`src/rtl/alu_cmd_driver.sv`:
```
// Command-side initiator for the 8-bit combinational ALU: 4-entry register file,
// IDLE/EXEC/RESP sequencing and valid/ready flow control on both channels.
// Optional feature macro: ALU_DRV_ZERO_FLAG_EN adds a registered zero flag (rsp_zero_o).
module alu_cmd_driver #(
  parameter int DATA_W  = 8,
  parameter int REG_CNT = 4,
  localparam int ADDR_W = $clog2(REG_CNT)
) (
  input  logic              clk,
  input  logic              reset_n,
  // Handshake: a transfer happens on a rising edge where valid and ready are both 1;
  // valid never waits for ready and payload is held while valid is high.
  input  logic              cmd_valid_i,
  output logic              cmd_ready_o,
  input  logic [2:0]        cmd_op_i,
  input  logic [ADDR_W-1:0] cmd_rd_i,
  input  logic [ADDR_W-1:0] cmd_rs1_i,
  input  logic [ADDR_W-1:0] cmd_rs2_i,
  input  logic              wr_en_i,
  input  logic [ADDR_W-1:0] wr_addr_i,
  input  logic [DATA_W-1:0] wr_data_i,
  output logic [DATA_W-1:0] alu_a_o,
  output logic [DATA_W-1:0] alu_b_o,
  output logic [2:0]        alu_op_o,
  input  logic [DATA_W-1:0] alu_res_i,
  output logic              rsp_valid_o,
  input  logic              rsp_ready_i,
  output logic [DATA_W-1:0] rsp_data_o,
  output logic [ADDR_W-1:0] rsp_rd_o,
`ifdef ALU_DRV_ZERO_FLAG_EN
  output logic              rsp_zero_o,
`endif
  output logic [1:0]        state_o
);

  typedef enum logic [1:0] {
    IDLE = 2'd0,
    EXEC = 2'd1,
    RESP = 2'd2
  } state_e;

  state_e              state_q;
  logic                cmd_ready_q;
  logic [DATA_W-1:0]   alu_a_q;
  logic [DATA_W-1:0]   alu_b_q;
  logic [2:0]          alu_op_q;
  logic [ADDR_W-1:0]   rd_q;
  logic                rsp_valid_q;
  logic [DATA_W-1:0]   rsp_data_q;
  logic [ADDR_W-1:0]   rsp_rd_q;
  logic [DATA_W-1:0]   rf_q [REG_CNT];
  logic [DATA_W-1:0]   rf_d [REG_CNT];
  logic                cmd_fire;
  logic                rsp_fire;
  logic                wb_en;

  assign cmd_fire = cmd_valid_i && cmd_ready_q;
  assign rsp_fire = rsp_valid_q && rsp_ready_i;
  assign wb_en    = (state_q == EXEC);

  always_ff @(posedge clk or negedge reset_n) begin
    if (!reset_n) begin
      state_q     <= IDLE;
      cmd_ready_q <= 1'b0;
      alu_a_q     <= '0;
      alu_b_q     <= '0;
      alu_op_q    <= '0;
      rd_q        <= '0;
      rsp_valid_q <= 1'b0;
      rsp_data_q  <= '0;
      rsp_rd_q    <= '0;
    end else begin
      case (state_q)
        IDLE: begin
          cmd_ready_q <= 1'b1;
          if (cmd_fire) begin
            // Operands come from the pre-edge register contents; no host-write bypass.
            alu_a_q     <= rf_q[cmd_rs1_i];
            alu_b_q     <= rf_q[cmd_rs2_i];
            alu_op_q    <= cmd_op_i;
            rd_q        <= cmd_rd_i;
            cmd_ready_q <= 1'b0;
            state_q     <= EXEC;
          end
        end
        EXEC: begin
          rsp_data_q  <= alu_res_i;
          rsp_rd_q    <= rd_q;
          rsp_valid_q <= 1'b1;
          state_q     <= RESP;
        end
        RESP: begin
          if (rsp_fire) begin
            rsp_valid_q <= 1'b0;
            cmd_ready_q <= 1'b1;
            state_q     <= IDLE;
          end
        end
        default: begin
          rsp_valid_q <= 1'b0;
          cmd_ready_q <= 1'b0;
          state_q     <= IDLE;
        end
      endcase
    end
  end

`ifdef ALU_DRV_ZERO_FLAG_EN
  logic rsp_zero_q;

  always_ff @(posedge clk or negedge reset_n) begin
    if (!reset_n) begin
      rsp_zero_q <= 1'b0;
    end else if (wb_en) begin
      rsp_zero_q <= (alu_res_i == '0);
    end
  end

  assign rsp_zero_o = rsp_zero_q;
`endif

  // Writeback has priority over a host write to the same entry.
  always_comb begin
    rf_d = rf_q;
    for (int i = 0; i < REG_CNT; i++) begin
      if (wb_en && (rd_q == ADDR_W'(i))) begin
        rf_d[i] = alu_res_i;
      end else if (wr_en_i && (wr_addr_i == ADDR_W'(i))) begin
        rf_d[i] = wr_data_i;
      end
    end
  end

  always_ff @(posedge clk or negedge reset_n) begin
    if (!reset_n) begin
      for (int i = 0; i < REG_CNT; i++) begin
        rf_q[i] <= '0;
      end
    end else begin
      rf_q <= rf_d;
    end
  end

  assign cmd_ready_o = cmd_ready_q;
  assign alu_a_o     = alu_a_q;
  assign alu_b_o     = alu_b_q;
  assign alu_op_o    = alu_op_q;
  assign rsp_valid_o = rsp_valid_q;
  assign rsp_data_o  = rsp_data_q;
  assign rsp_rd_o    = rsp_rd_q;
  assign state_o     = state_q;

endmodule

```
`config.mk`:
```
export PLATFORM = sky130hd
export DESIGN_NAME = alu_cmd_driver
export DESIGN_NICKNAME = d
export VERILOG_FILES = /design/src/rtl/alu_cmd_driver.sv
export SDC_FILE = /design/constraint.sdc
export NUM_CORES = 1
export LEC_CHECK = 0
export CAP_MARGIN = 20
export CORE_MARGIN = 2
export CORE_UTILIZATION = 55
export CTS_BUF_LIST = sky130_fd_sc_hd__clkbuf_8 sky130_fd_sc_hd__clkbuf_16
export DETAILED_ROUTE_END_ITERATION = 16
export PLACE_DENSITY = 0.85
export SLEW_MARGIN = 10
export SYNTH_ARGS = -nofsm -noshare
export SYNTH_HDL_FRONTEND = slang
export SYNTH_SLANG_ARGS = --single-unit
```
`constraint.sdc`:
```
create_clock -name clk -period 2.3 [get_ports clk]
set_input_delay 0.69 -clock clk [delete_from_list [all_inputs] [get_ports clk]]
set_output_delay 0.69 -clock clk [all_outputs]
set_load 0.02 [all_outputs]
```
==> parameters.txt <==
Parameter                              Value

Final layout
  Area growth, synth to finish    30.7%
  Filler Cell Count    382
  Combined area of the multi-input logic cells    roughly 1500 µm²
  Fin cells    393
  Ratio of cells with drive above 1 in the final layout    25.5%
  Storage element area    approximately 1700 µm²
  Number of antenna cells inserted    0
  Fin area    around 4200 µm²
  Net count, final    348

Pwr
  Maximum VDD drop    0.957 mV
  PnR Total Power    5.59 mW
  Leakage power    approximately 1.8 nW
  PwrDens    roughly 1300 nW/µm²

Route
  Antenna-violating nets left    0
  Routed metal-1 wire length    roughly 3.0 mm
  Vias    between 2000 and 2500
  DRT Pass-1 Iters    4
  Met2 WL post-DR    3.61 mm
  Initial DRC Count    130
  DRC    0
  Highest metal layer with signal wires    met4
  Overall routed net length    about 7.0 mm
  Vias per Instance    around 5.6
  Post-detailed-route wirelength per cell    between 15 and 20 µm
  Wire length on met3    between 300 and 400 µm

CTS
  CTS tree    done
  CTS Root Cell    sky130_fd_sc_hd__clkbuf_8
  Clock tree buffer depth    2
  Clock transition at the register clock pins on the worst setup and hold paths after CTS    around 0.070 ns
  Total of hold buffers inserted after clock tree synthesis    0
  TritonCTS buffer count    9
  Total of cells resized after clock tree synthesis    0
  Post-CTS setup buffers    0
  CTS sink count    67
  H-Tree Level Count    3
  Latest clock arrival within the worst-skew pair    approximately 0.34 ns

Worst setup path
  Worst endpoint data arrival time    about 1.5 ns
  Worst setup path category    flip-flop to primary output
  Category of the worst setup path launch point    flip-flop
  Sequence of cells on the critical path    clkdlybuf4s50_1
  Cell with the largest stage delay on the worst path    sky130_fd_sc_hd__clkdlybuf4s50_1
  Delay contributed by the slowest stage of the critical path    roughly 0.66 ns
  Peak fanout along the critical path    9
  Kind of cell adding the most delay to the critical path    buffers and inverters
  Critical path capture point type    primary output
  Req. time, crit path    approximately 1.6 ns
  Critical path buffers and inverters    1

Synthesis
  Area contributors post-synth    sky130_fd_sc_hd__dfrtp_1 52%, sky130_fd_sc_hd__mux4_2 11%, sky130_fd_sc_hd__mux2_2 11%
  Number of synthesized flops with an enable pin    0
  Post-synthesis average cell area    13.3 µm²
  Synth top cells by count    67 x sky130_fd_sc_hd__dfrtp_1, 32 x sky130_fd_sc_hd__mux2i_1, 31 x sky130_fd_sc_hd__mux2_2
  Post-synthesis sequential area ratio    slightly above 50%
  Library cell occupying the most area in the post-synthesis netlist    sky130_fd_sc_hd__dfrtp_1
  FF+latch count, synth    67
  Mapped Cells    approximately 240
  Most instantiated flip-flop cell in the synthesis netlist    sky130_fd_sc_hd__dfrtp_1
  Yosys warnings    0
  Fraction of registers with async set/reset    100%
  Number of nets in the synthesized netlist    around 270
  Top cell type's share of synthesized area    52.0%
  Dominant cell by count in the synthesized netlist    sky130_fd_sc_hd__dfrtp_1
  Distinct cell type count after synthesis    27
  Mapped Area    between 3000 and 4000 µm²

GRT
  Largest net degree at the start of global routing    between 60 and 70
  Sum of overflow across all layers after global routing    0
  Vias in the first global route    between 2000 and 2500
  All-layer global routing usage    roughly a quarter
  Wire length of the first global-routing pass    roughly 11 mm
  Initial antenna violation count    0

Floorplan
  Effective utilization at floorplan    slightly below 60%
  Die width    between 80 and 90 µm
  I/O pin count    between 60 and 70
  Die H    roughly 81 µm
  FP Rows    27
  Total core area    5570 µm²
  Die area    roughly 6500 µm²

Place
  Number of cells in the design after placement    around 380
  Estimated wirelength of the detail-placed design    about 4.8 mm
  Number of input and output port buffers inserted    64
  Post-DP Area    about 4000 µm²
  Global placement routability congestion    approximately 0.75

Flow run
  Max Cap Viol    0

STA
  Fin crit share    a little over nine tenths
  Fin crit period    between 2 and 2.5 ns
  Max-slew violation count    0
  Setup Viol. Count Final    0
  Unrepaired setup endpoints after global routing    no
  Final worst clock skew    0.00605 ns
  Achievable clock frequency    457 MHz
  Worst hold slack after final layout    about 0.35 ns
  Headroom to the max-slew limit    between 60% and 70%
  Final count of hold timing violations    0
  Transition at the pin with the smallest max-transition slack    0.483 ns
  Total negative slack for setup checks    0 ns

Status
  Run status    complete, no violations

Min path
  Worst hold path class    primary input to asynchronous set/reset pin
==> flip-flops by register name, summed over array words and instances (netlist names) <==
name / flops
rsp_rd_o: 2
rf_q: 32
rsp_valid_o: 1
cmd_ready_o: 1
rsp_data_o: 8
alu_op_o: 3
alu_b_o: 8
rd_q: 2
alu_a_o: 8
state_o: 2
==> cell usage in the layout (no fill, tap or decap) <==
cell                              netlist  layout
sky130_fd_sc_hd__nand3b_1               2       2
sky130_fd_sc_hd__clkdlybuf4s50_1        0      63
sky130_fd_sc_hd__clkinv_2               0       2
sky130_fd_sc_hd__bufinv_16              0       2
sky130_fd_sc_hd__o21ai_0               24      24
sky130_fd_sc_hd__o21a_1                 1       1
sky130_fd_sc_hd__a21bo_2                1       1
sky130_fd_sc_hd__nand4b_1               1       1
sky130_fd_sc_hd__nand2b_4               1       1
sky130_fd_sc_hd__nand2_1               24      24
sky130_fd_sc_hd__nor3b_4                1       1
sky130_fd_sc_hd__nor3b_1                1       1
sky130_fd_sc_hd__buf_2                  8       1
sky130_fd_sc_hd__nor4b_2                1       1
sky130_fd_sc_hd__dfrtp_1               67      67
sky130_fd_sc_hd__mux2_2                31      31
sky130_fd_sc_hd__buf_12                 0       3
sky130_fd_sc_hd__clkinvlp_4             0       1
sky130_fd_sc_hd__buf_4                  1      11
sky130_fd_sc_hd__o21ai_1                2       2
sky130_fd_sc_hd__clkbuf_8               0       9
sky130_fd_sc_hd__nor2_1                 9       9
sky130_fd_sc_hd__and4bb_2               2       2
sky130_fd_sc_hd__a21oi_1                8       8
sky130_fd_sc_hd__nand3_1                1       1
sky130_fd_sc_hd__a211oi_1               1       1
sky130_fd_sc_hd__mux2i_1               32      32
sky130_fd_sc_hd__nand2b_1               1       1
sky130_fd_sc_hd__inv_1                  0       2
sky130_fd_sc_hd__mux4_2                16      16
==> worst paths after layout <==
| check | cells after the start | slack, ns | start | end |
|---|---|---|---|---|
| max reg2reg | 4 | 0.65 | state_o[1] | alu_b_o[5] |
| max in group asynchronous | 2 | 1.65 | reset_n | rf_q[27] |
| min reg2reg | 1 | 0.51 | rsp_data_o[3] | rsp_data_o[3] |
| max | 1 | 0.11 | state_o[1] | state_o[1] |
| min | 2 | 0.35 | reset_n | rf_q[6] |
| min in group clk | 1 | 0.51 | rsp_data_o[3] | rsp_data_o[3] |
==> layout make-up <==
type,instances,share of cell area (%)
tap,72,2.14
multi-input combinational,160,34.7
sequential,67,39.8
timing repair buffer,78,18.5
clock buffer,9,2.94
clock inverter,7,2.02
==> power breakdown <==
part | internal [mW] | switching [mW]
Sequential | 1.78 | 0.436
Clock | 0.599 | 0.439
Combinational | 1.34 | 0.990
==> cells by family (layout without fill, tap and decap cells) <==
group / count (synthesis) / after routing / synth area share [%]
AND/OR/NAND/NOR: 44 / 44 / 7.41
buffers and inverters: 15 / 94 / 2.68
multiplexers: 79 / 79 / 31.9
flip-flops: 67 / 67 / 52.0
AO/OA/AOI/OAI: 37 / 37 / 6.05
==> metrics by stage <==
stage          util, %  setup slack (ns)
3_5_place_dp      71.9            0.0203
2_1_floorplan        -             0.489
5_1_grt           75.7            0.0592
3_3_place_gp      71.9            0.0574
4_1_cts           75.7             0.112
6_report          75.7             0.110
==> metal layers <==
| metal | vias up | track usage, % |
|---|---|---|
| met5 | - | 0 |
| met4 | 0 | 10.7 |
| met3 | 8 | 5.17 |
| met2 | 56 | 39.2 |
| met1 | 1121 | 32.3 |
| li1 | 1031 | - |
==> worst reg2reg max path, cell delays in order (launching register included) <==
cell and delay (ns):
sky130_fd_sc_hd__dfrtp_1 0.48, sky130_fd_sc_hd__nand2b_4 0.20, sky130_fd_sc_hd__nor3b_4 0.30, sky130_fd_sc_hd__buf_12 0.21, sky130_fd_sc_hd__mux2_2 0.36
(Power assumes the default switching activity.)
